`src/rtl/divisor_pkg.sv`:
```
// Shared definitions for the sequential restoring divider.
//   DEF_WIDTH : default operand / quotient / remainder width
//   S_IDLE, S_RUN, S_DONE : FSM state encodings
//   state_t   : enumerated FSM state type built on those encodings
package divisor_pkg;

  localparam int DEF_WIDTH = 4;

  localparam logic [1:0] S_IDLE = 2'd0;
  localparam logic [1:0] S_RUN  = 2'd1;
  localparam logic [1:0] S_DONE = 2'd2;

  typedef enum logic [1:0] {
    ST_IDLE = S_IDLE,
    ST_RUN  = S_RUN,
    ST_DONE = S_DONE
  } state_t;

endpackage

```
`src/rtl/divisor_passo.sv`:
```
// One restoring-division step (combinational).
//   i_p    : current partial remainder (always < divisor, so WIDTH bits suffice)
//   i_bit  : next dividend bit, MSB first
//   i_div  : divisor
//   o_p    : partial remainder after the step
//   o_qbit : quotient bit produced by the step
module divisor_passo
  import divisor_pkg::*;
#(
  parameter int WIDTH = DEF_WIDTH
) (
  input  logic [WIDTH-1:0] i_p,
  input  logic             i_bit,
  input  logic [WIDTH-1:0] i_div,
  output logic [WIDTH-1:0] o_p,
  output logic             o_qbit
);

  logic [WIDTH:0] w_shift;
  logic           w_ge;

  // The shifted remainder needs one extra bit before the compare.
  assign w_shift = {i_p, i_bit};
  assign w_ge    = (w_shift >= {1'b0, i_div});

  // After a successful subtract the result is < divisor, so dropping the
  // top bit loses nothing. With divisor 0 the shifted value never grows
  // past WIDTH bits because P starts at zero and takes at most WIDTH shifts.
  assign o_p    = w_ge ? WIDTH'(w_shift - {1'b0, i_div}) : w_shift[WIDTH-1:0];
  assign o_qbit = w_ge;

endmodule

```
`src/rtl/divisor_sequencial.sv`:
```
// Sequential restoring divider: unsigned a / b, one quotient bit per clock.
// Shares the start/busy/valid handshake of the shift-add multiplier.
//   clk      : rising-edge clock
//   rst_n    : asynchronous active-low reset
//   start    : request a division (accepted only when busy == 0)
//   a, b     : dividend / divisor, sampled on the accepting edge
//   busy     : high while iterating
//   valid    : q/r hold the result of the last accepted request
//   q, r     : quotient / remainder (0 unless valid)
//   div_zero : divide-by-zero flag, present only with DIVISOR_DBZ_EN
// Optional build macro: DIVISOR_DBZ_EN -- a zero divisor completes on the
// accepting edge with div_zero=1 instead of running the iterations.
module divisor_sequencial
  import divisor_pkg::*;
#(
  parameter int WIDTH = DEF_WIDTH
) (
  input  logic             clk,
  input  logic             rst_n,
  input  logic             start,
  input  logic [WIDTH-1:0] a,
  input  logic [WIDTH-1:0] b,
  output logic             busy,
  output logic             valid,
  output logic [WIDTH-1:0] q,
`ifdef DIVISOR_DBZ_EN
  output logic [WIDTH-1:0] r,
  output logic             div_zero
`else
  output logic [WIDTH-1:0] r
`endif
);

  localparam int CW = $clog2(WIDTH);
  localparam logic [CW-1:0] CNT_LAST = CW'(WIDTH - 1);

  state_t          r_state;
  logic [CW-1:0]   r_cnt;
  logic            r_busy;
  logic            r_valid;
`ifdef DIVISOR_DBZ_EN
  logic            r_dz;
`endif

  logic [WIDTH-1:0] r_d;   // dividend, shifted left one bit per step
  logic [WIDTH-1:0] r_b;   // latched divisor
  logic [WIDTH-1:0] r_p;   // partial remainder
  logic [WIDTH-1:0] r_q;   // quotient, filled from the LSB

  logic             w_accept;
  logic [WIDTH-1:0] w_p_next;
  logic             w_qbit;

  assign w_accept = start && (r_state != ST_RUN);

  divisor_passo #(.WIDTH(WIDTH)) u_passo (
    .i_p    (r_p),
    .i_bit  (r_d[WIDTH-1]),
    .i_div  (r_b),
    .o_p    (w_p_next),
    .o_qbit (w_qbit)
  );

  // Control: FSM, step counter and handshake flags.
  always_ff @(posedge clk or negedge rst_n) begin
    if (!rst_n) begin
      r_state <= ST_IDLE;
      r_cnt   <= '0;
      r_busy  <= 1'b0;
      r_valid <= 1'b0;
`ifdef DIVISOR_DBZ_EN
      r_dz    <= 1'b0;
`endif
    end else begin
      case (r_state)
        ST_IDLE, ST_DONE: begin
          if (start) begin
            r_cnt   <= '0;
            r_valid <= 1'b0;
            r_busy  <= 1'b1;
            r_state <= ST_RUN;
`ifdef DIVISOR_DBZ_EN
            r_dz    <= 1'b0;
            if (b == '0) begin
              r_state <= ST_DONE;
              r_valid <= 1'b1;
              r_busy  <= 1'b0;
              r_dz    <= 1'b1;
            end
`endif
          end
        end
        ST_RUN: begin
          r_cnt <= r_cnt + 1'b1;
          if (r_cnt == CNT_LAST) begin
            r_state <= ST_DONE;
            r_valid <= 1'b1;
            r_busy  <= 1'b0;
          end
        end
        default: begin
          r_state <= ST_IDLE;
          r_busy  <= 1'b0;
          r_valid <= 1'b0;
        end
      endcase
    end
  end

  // Datapath: no reset needed, outputs are gated by r_valid.
  always_ff @(posedge clk) begin
    if (w_accept) begin
      r_d <= a;
      r_b <= b;
      r_p <= '0;
      r_q <= '0;
`ifdef DIVISOR_DBZ_EN
      if (b == '0) begin
        r_q <= '1;
        r_p <= a;
      end
`endif
    end else if (r_state == ST_RUN) begin
      r_d <= r_d << 1;
      r_p <= w_p_next;
      r_q <= {r_q[WIDTH-2:0], w_qbit};
    end
  end

  assign busy  = r_busy;
  assign valid = r_valid;
  assign q     = r_valid ? r_q : '0;
  assign r     = r_valid ? r_p : '0;
`ifdef DIVISOR_DBZ_EN
  assign div_zero = r_dz;
`endif

endmodule

```
`config.mk`:
```
export PLATFORM = sky130hd
export DESIGN_NAME = divisor_sequencial
export DESIGN_NICKNAME = d
export VERILOG_FILES = /design/src/rtl/divisor_pkg.sv /design/src/rtl/divisor_passo.sv /design/src/rtl/divisor_sequencial.sv
export SDC_FILE = /design/constraint.sdc
export NUM_CORES = 1
export LEC_CHECK = 0
export BUFFER_PORTS_ARGS = -buffer_cell sky130_fd_sc_hd__buf_2
export CORE_ASPECT_RATIO = 1.75
export CORE_MARGIN = 4
export CORE_UTILIZATION = 24
export CTS_BUF_LIST = sky130_fd_sc_hd__clkbuf_8
export CTS_CLUSTER_DIAMETER = 60
export DETAILED_ROUTE_END_ITERATION = 10
export GPL_TIMING_DRIVEN = 0
export SLEW_MARGIN = 25
export SYNTH_ARGS = -nofsm -noshare
export SYNTH_HDL_FRONTEND = slang
export SYNTH_SLANG_ARGS = --single-unit
```
`constraint.sdc`:
```
create_clock -name clk -period 2.9 [get_ports clk]
set_input_delay 0.29 -clock clk [delete_from_list [all_inputs] [get_ports clk]]
set_output_delay 0.29 -clock clk [all_outputs]
set_load 0.005 [all_outputs]
```
* Yosys cells after proc, flatten, opt, wreduce, memory -nomap -nowiden
Cells that the tools add are included.
** Word-level totals
- Input bits :: 11
- Word-level logic and storage cells :: 40
- Bits in registers :: 22
** Operators by class
- Add/sub/neg operators :: 2
- Multiplexer cells :: 16
- Eq/ne operators :: 6
- Order comparisons :: 1
- Reduce and logical (&&, ||, !) cells :: 7
** Operator list (count)
- $mux 4 :: 5
- $pmux 2 s2 :: 2
- $mux 2 :: 3
- $ge 5x4->1 :: 1
- $eq 2x2->1 const B :: 2
- $mux 1 :: 4
- $ne 2x2->1 const B :: 2
- $pmux 1 s2 :: 2
- $reduce_and 2->1 :: 2
- $reduce_bool 2->1 :: 2
- $sub 4x4->4 :: 1
- $add 2x1->2 const B :: 1
- $eq 2x1->1 const B :: 1
- $logic_not 2->1 :: 1
- $ne 2x1->1 const B :: 1
- $reduce_or 2->1 :: 1
- $logic_and 1x1->1 :: 1

* Longest topological paths before layout
Gate-level depths: netlist (run 1).
- Word-level depth :: 4
- Mapped depth :: 6
- Depth with buffers taken out :: 6

* By module
Synthesis (run 1) repeated with hierarchy kept, for this count alone.
** Unflattened totals
- Cell total of the unflattened synthesis :: 111
- Area total of the unflattened synthesis :: 1128.6 sq um
** Modules (own cells, without submodules)
- divisor_sequencial :: instances 1, area an instance 904.6 sq um, cells each 83, seq. area each 525.5 sq um
- divisor_passo :: instances 1, area an instance 224.0 sq um, cells each 28, seq. area each 0.0 sq um

* Worst setup path before layout (run 1)
Ideal clock, no wire load.
- Path kind :: register -> register
- Start :: register r_b[2]
- End :: register r_p[0]
- Path buffers :: 0
- Stages on the path, launching flop included :: 7
- Library setup time :: 0.120 ns
- Required time :: 2.780 ns
- Arrival time :: 1.513 ns
- Period minus slack after synthesis :: 1.632 ns
- Setup slack :: 1.268 ns
- Cells stage by stage :: edfxtp_1 inv_1 ha_1 or2_1 a211oi_2 nor4_1 a211o_1
** On the way
- Longest elaborated chain between the ends :: 2
** Ends and longest elaborated chain
- from (decl) :: RTL line divisor_sequencial.sv:46 : logic [WIDTH-1:0] r_b;
- from (signal assigned) :: RTL line divisor_sequencial.sv:114 : r_b <= b;
- $ge 5x4->1 :: RTL line divisor_passo.sv:24 : assign w_ge = (w_shift >= {1'b0, i_div});
- $mux 4 :: RTL line divisor_passo.sv:29 : assign o_p = w_ge ? WIDTH'(w_shift - {1'b0, i_div}) : w_shift[WIDTH-1:0];
- to (signal assigned) :: RTL line divisor_sequencial.sv:125 : r_p <= w_p_next;
- to (decl) :: RTL line divisor_sequencial.sv:47 : logic [WIDTH-1:0] r_p;
No other way between the ends.
A chain may end at the register's enable or synchronous reset.

* Worst setup path after layout (run 1)
Same ends and word-level chain as after synthesis.

==> flow_metrics.env, run 1 <==
export IMPL_status="finished clean"
export IMPL_grt_pass1_wl_um=3580
export IMPL_core_area_um2=4440
export IMPL_synth_area_top_cells="edfxtp_1 (22%), dfxtp_1 (15%), dfrtp_1 (11%)"
export IMPL_cts_tree="built"
export IMPL_row_count=32
export IMPL_tightest_slew_ps=404
export IMPL_firstDrtPassIters=4
export IMPL_crit_fanout=4
export IMPL_crit_family="compound AO/OA/AOI/OAI gates"
export IMPL_finalWirelength_um=2040
export IMPL_die_x_um=59.2
export IMPL_synthesis_nets=125
export IMPL_grt_pass1_vias=790
export IMPL_clock_sinks=21
export IMPL_area_delta_synth_final_pct=19.9
export IMPL_post_cts_buffers=0
export IMPL_die_area_um2=5780
export IMPL_arrival_ps=1920
export IMPL_synthMuxAreaShare_pct=5.11
export IMPL_synth_compound_area_share_pct=11.0
export IMPL_start_kind="register"
export IMPL_clkSlewWorstSetupHoldPaths_ps=70
export IMPL_io_buffers=20
export IMPL_syn_inst=108
export IMPL_period_minus_slack_ps=1770
export IMPL_vias=823
export IMPL_synth_xor_area_share_pct=2.39
export IMPL_syn_area_per_cell_um2=10.2
export IMPL_cts_buffers=3
export IMPL_peakVddDrop_uv=484
export IMPL_drt_initial_drc_count=20
export IMPL_ys_ff_latch=21
export IMPL_setup_violations=0
export IMPL_worstPathCellList="inv_1, ha_1, or2_1, a211oi_2, nor4_1, a211o_1"
export IMPL_startpoint="r_b[2]$_DFFE_PP_"
export IMPL_cts_path_max_buffers=2
export IMPL_cts_htree_levels=1
export IMPL_cp_data_required_time_ps=3050
export IMPL_holdWs_ps=203
export IMPL_synth_top_family_by_area="simple AND/OR/NAND/NOR gates"
export IMPL_wl_per_cell_um=11.1
export IMPL_nNetsFinal=151
export IMPL_fmax_mhz=566
export IMPL_viasPerCell=4.47
export IMPL_p_per_area_nw_per_um2=1070
export IMPL_synth_top_area_share_pct=21.8
export IMPL_fin_crit_sh_pct=60.9
export IMPL_place_congestion=0.792
export IMPL_holdBufCountCts=1
export IMPL_clk_latency_ps=260
export IMPL_crit_path_end_kind="register"
export IMPL_cp_num_buf_inv=1
export IMPL_io_pins=21
export IMPL_synth_area_leader_cell="edfxtp_1"
export IMPL_regToRegSetupSlack_ps=1130
export IMPL_synth_fa_ha_area_share_pct=7.50
export IMPL_initial_core_util_pct=24.8
export IMPL_synthSimpleGateAreaFrac_pct=21.5
export IMPL_slew_headroom_pct=73.0
export IMPL_yosysSeqAreaShare_pct=47.7
export IMPL_drv_cap=0
export IMPL_syn_area_um2=1100
export IMPL_dpl_hpwl_um=1600
export IMPL_holdCritPathClass="primary input to register"
export IMPL_route_detailed_drc=0
export IMPL_cp_endpoint="r_p[0]$_SDFFE_PP0P_"
export IMPL_fp_dieH_um=97.6
export IMPL_grtUsageTotal_pct=7.84
export IMPL_fillers=485
export IMPL_rsz0062_at_grt="false"
export IMPL_grt_ovfl_total=0
export IMPL_finalSetupTns_ps=0
export IMPL_finalClockSkew_ps=2.09
export IMPL_slew_violations=0
export IMPL_path_class="register to register"
export IMPL_worst_path_max_delay_cell="a211oi_2"
export IMPL_multi_input_area_um2=523
export IMPL_antennaDiodeCount=0
export IMPL_cts_resized=0
export IMPL_synth_cell_types=30
export IMPL_total_leakage_power_nw=0.609
export IMPL_drive_gt1_share_pct=24.8
export IMPL_crit_path_max_incr_delay_ps=370
export IMPL_rr_worst_depth=6
export IMPL_hold_depth=1
export IMPL_crit_cells=6
export IMPL_root_buffer="clkbuf_8"
export IMPL_antenna_found_initial=0
export IMPL_yosys_warnings=0
export IMPL_reg2reg_from="r_b[2]$_DFFE_PP_"
export IMPL_seqCellArea_um2=526
export IMPL_ant_nets=0
export IMPL_timing_rr_end="r_p[0]$_SDFFE_PP0P_"
export IMPL_grt_max_degree=12
export IMPL_hold_violations=0
layout make-up:
type                    instances  area share [%]
plain buffers                   5            1.71
inverters                       8            2.27
clock buffers                   3            3.13
well taps                      51            4.83
clock inverters                 1           0.284
flip-flops and latches         21            39.8
repair buffers                 21            8.34
multi-input cells              74            39.6
synth_stat cells, drive strengths merged:
cell type,number
nand2,13
and2,8
dfxtp,8
edfxtp,8
inv,8
nand3b,6
dfrtp,5
ha,5
mux2,5
o21ai,5
nor2,4
buf,3
nand2b,3
nand3,3
o211ai,3
xnor2,3
a211o,2
a211oi,2
clkbuf,2
nor2b,2
nor4,2
a21oi,1
a22o,1
a32o,1
and3,1
fa,1
nand4,1
o21a,1
or2,1
per-stage QoR:
step | utilization, % | worst slack, ps | std cells | instance area, µm² | total power, mW
6_report | 29.7 | 1130 | 184 | 1320 | 1.41
5_1_grt | 29.7 | 1010 | 184 | 1320 | 1.56
4_1_cts | 29.7 | 1130 | 184 | 1320 | 1.44
3_5_place_dp | 28.5 | 1140 | 179 | 1260 | 1.25
3_3_place_gp | 28.5 | 1130 | 179 | 1260 | 1.24
2_1_floorplan | - | 1270 | 108 | 1100 | 1.07
state kept, by name, indices dropped and copies added, names as in the netlist:
register and count:
r_cnt 2, r_q 4, busy 1, r_state 2
r_d 4, r_p 4, r_b 4
report_power, final:
part | switching [mW] | internal (mW)
clock network | 0.0924 | 0.0943
registers | 0.0818 | 0.452
logic | 0.366 | 0.328
placed cells by master (no fill, tap or decap), types with 2 or more instances in the layout:
cell type / n
xnor2_1: 3
o21ai_0: 3
o211ai_1: 3
nor4_1: 2
dfxtp_1: 8
nand3b_1: 6
clkbuf_8: 3
nor2b_1: 2
dfrtp_1: 5
nor2_1: 4
ha_1: 5
nand2b_1: 3
nand2_1: 13
a211oi_2: 2
nand3_1: 3
buf_2: 23
clkbuf_1: 2
mux2_2: 5
inv_1: 9
edfxtp_1: 8
and2_1: 8
o21ai_1: 2
a211o_1: 2
routing by layer:
| metal | vias up | GRT usage, % | part of all wire [%] |
|---|---|---|---|
| met2 | 23 | 11.7 | 48 |
| met3 | 4 | 1.73 | 5.6 |
| met4 | 0 | 3.14 | 1.6 |
| met5 | - | 0 | 0 |
| li1 | 422 | - | - |
| met1 | 374 | 10.7 | 45 |
worst min-delay path by stage:
stage | startpoint | endpoint | slack [ps]
6_report | b[2] | r_b[2]$_DFFE_PP_ | 200
5_1_grt | b[0] | r_b[0]$_DFFE_PP_ | 190
4_1_cts | b[2] | r_b[2]$_DFFE_PP_ | 200
3_5_place_dp | rst_n | busy$_DFFE_PN0P_ | 120
3_3_place_gp | rst_n | busy$_DFFE_PN0P_ | 110
2_1_floorplan | rst_n | busy$_DFFE_PN0P_ | -6
cell families (layout without fill, tap and decap cells):
kind of cell / after synthesis / in the layout
AND/OR/NAND/NOR: 44 / 44
flip-flops: 21 / 21
AO/OA/AOI/OAI: 16 / 16
buffers and inverters: 13 / 38
adder cells (fa/ha/maj): 6 / 6
multiplexers: 5 / 5
XOR/XNOR: 3 / 3
(Power assumes the default switching activity.)
==> run 2: changes to the inputs <==
- ABC_AREA: default -> 1
- clock period: 2.9 -> 1.85 ns (I/O delays scaled with it)
==> flow_metrics.env, run 2 <==
export IMPL_pre_cts_ws_ps=361
export IMPL_start_kind="register"
export IMPL_arrival_ps=1620
export IMPL_synth_edff_count=8
export IMPL_finalWirelength_um=2140
export IMPL_synthArstFlopShare_pct=23.8
export IMPL_cp_data_required_time_ps=2000
export IMPL_syn_inst=130
export IMPL_fillers=489
export IMPL_syn_area_um2=1130
export IMPL_grtUsageTotal_pct=8.42
export IMPL_fmax_mhz=681
export IMPL_yosysSeqAreaShare_pct=46.4
export IMPL_yosys_warnings=0
export IMPL_placedInstanceArea_um2=1300
export IMPL_hold_violations=0
export IMPL_cts_tree="built"
export IMPL_grt_ovfl_total=0
export IMPL_sw_frac_of_total_pct=42.5
export IMPL_sequentialPowerShare_pct=37.4
export IMPL_ys_ff_latch=21
export IMPL_ys_flop_type="edfxtp_1"
export IMPL_holdWs_ps=105
export IMPL_drv_cap=0
export IMPL_cts_path_max_buffers=2
export IMPL_row_count=32
export IMPL_drive_gt1_share_pct=25.2
export IMPL_synth_cell_types=27
export IMPL_p_per_area_nw_per_um2=1680
export IMPL_place_congestion=0.738
export IMPL_route_detailed_drc=0
export IMPL_slew_headroom_pct=82.2
export IMPL_post_cts_buffers=0
export IMPL_synthesis_nets=147
export IMPL_firstDrtPassIters=4
export IMPL_drt_initial_drc_count=12
export IMPL_io_buffers=20
export IMPL_cts_buffers=3
export IMPL_nNetsFinal=173
export IMPL_antenna_found_initial=0
export IMPL_clkSlewWorstSetupHoldPaths_ps=70
export IMPL_multi_input_area_um2=469
export IMPL_rr_worst_depth=6
export IMPL_grt_pass1_wl_um=3730
export IMPL_clk_latency_ps=250
export IMPL_yosysMostFrequentCell="nand2_1"
export IMPL_die_area_um2=5930
export IMPL_core_area_um2=4480
export IMPL_viasPerCell=4.12
export IMPL_fin_ws_ps=382
export IMPL_switchingPower_mw=0.964
export IMPL_holdCritPathClass="primary input to register"
export IMPL_finalClockSkew_ps=2.70
export IMPL_antennaDiodeCount=0
export IMPL_final_area_um2=1350
export IMPL_initial_core_util_pct=25.3
export IMPL_synth_top_area_share_pct=21.2
export IMPL_period_minus_slack_ps=1470
export IMPL_grt_max_degree=12
export IMPL_synth_area_leader_cell="edfxtp_1"
export IMPL_hold_depth=1
export IMPL_fp_dieH_um=98.9
export IMPL_power_frac_comb_pct=50.1
export IMPL_mostFrequentLayoutCells="nand2_1 (41), inv_1 (24), buf_2 (20)"
export IMPL_tightest_slew_ps=267
export IMPL_synth_commonest_cells="nand2_1 (41), inv_1 (23), nand3_1 (12)"
export IMPL_final_cells=206
export IMPL_peakVddDrop_uv=558
export IMPL_status="finished clean"
export IMPL_rsz0062_at_grt="false"
export IMPL_synth_area_top_cells="edfxtp_1 (21%), dfxtp_1 (14%), nand2_1 (14%)"
export IMPL_cts_htree_levels=1
export IMPL_power_frac_clock_pct=12.5
export IMPL_fin_util_pct=30.2
export IMPL_total_leakage_power_nw=0.736
export IMPL_fin_crit_sh_pct=79.4
export IMPL_finalSetupTns_ps=0
export IMPL_grt_pass1_vias=884
export IMPL_clock_sinks=21
export IMPL_root_buffer="clkbuf_8"
export IMPL_ant_nets=0
export IMPL_dpl_hpwl_um=1790
export IMPL_slew_violations=0
export IMPL_io_pins=21
export IMPL_place_inst=201
export IMPL_seqCellArea_um2=526
export IMPL_holdBufCountCts=1
export IMPL_die_x_um=60.0
export IMPL_path_class="register to register"
export IMPL_final_common_cell="nand2_1"
export IMPL_cts_resized=0
export IMPL_crit_path_end_kind="register"
export IMPL_wl_per_cell_um=10.4
export IMPL_p_int_mw=1.30
export IMPL_vias=848
export IMPL_area_delta_synth_final_pct=19.3
export IMPL_crit_fanout=3
export IMPL_syn_area_per_cell_um2=8.72
export IMPL_setup_violations=0
export IMPL_p_total_mw=2.27
[run 2: worst max-delay path, stage by stage (launching register included)]
cell,delay [ps]
edfxtp_1,380
ha_1,250
fa_1,400
xor2_1,170
nand2_1,70
nand3_1,60
nand2_1,50
[run 2: cells by family (layout without fill, tap and decap cells)]
group           count (synthesis)  count (layout)  synth area share [%]
buf+inv                        31              56                  12.3
fa+ha+maj                       6               6                  7.28
compound gates                 10              10                  5.74
flops                          21              21                  46.4
simple gates                   61              61                  27.6
xor+xnor                        1               1                 0.773
[run 2: power by group through the flow]
| stage | Sequential, mW | Clock [mW] | Combinational (mW) |
|---|---|---|---|
| 2_1_floorplan | 0.827 | 0 | 0.924 |
| 3_3_place_gp | 0.852 | 0 | 1.15 |
| 3_5_place_dp | 0.857 | 0 | 1.17 |
| 4_1_cts | 0.848 | 0.296 | 1.17 |
| 5_1_grt | 0.867 | 0.310 | 1.34 |
| 6_report | 0.847 | 0.283 | 1.14 |
[run 2: worst paths after layout]
path	start	to	slack [ps]
worst max-delay path	r_b[0]$_DFFE_PP_	r_p[2]$_SDFFE_PP0P_	380
worst min-delay path	b[0]	r_b[0]$_DFFE_PP_	110
worst max register to register	r_b[0]$_DFFE_PP_	r_p[2]$_SDFFE_PP0P_	380
worst min register to register	r_q[3]$_SDFFE_PP0P_	r_q[3]$_SDFFE_PP0P_	460
max in group asynchronous	rst_n	r_cnt[0]$_DFFE_PN0P_	1430
min in group asynchronous	rst_n	r_state[1]$_DFFE_PN0P_	280
[run 2: final cells by class]
cell class / count / share of cell area (%)
plain buffers: 1 / 0.833
clock buffers: 3 / 3.05
clock inverters: 1 / 0.278
inverters: 30 / 9.44
multi-input cells: 78 / 34.7
flip-flops and latches: 21 / 38.9
well taps: 51 / 4.72
repair buffers: 21 / 8.14
[run 2: per-layer routing]
| metal | wire (µm) | vias up | global-route usage (%) | share of wire, % |
|---|---|---|---|---|
| met1 | 780 | 385 | 7.90 | 36 |
| met4 | 43 | 0 | 5.97 | 2.0 |
| met3 | 70 | 2 | 1.31 | 3.3 |
| met2 | 1250 | 10 | 15.4 | 58 |
| met5 | 0 | - | 0 | 0 |
| li1 | - | 451 | - | - |
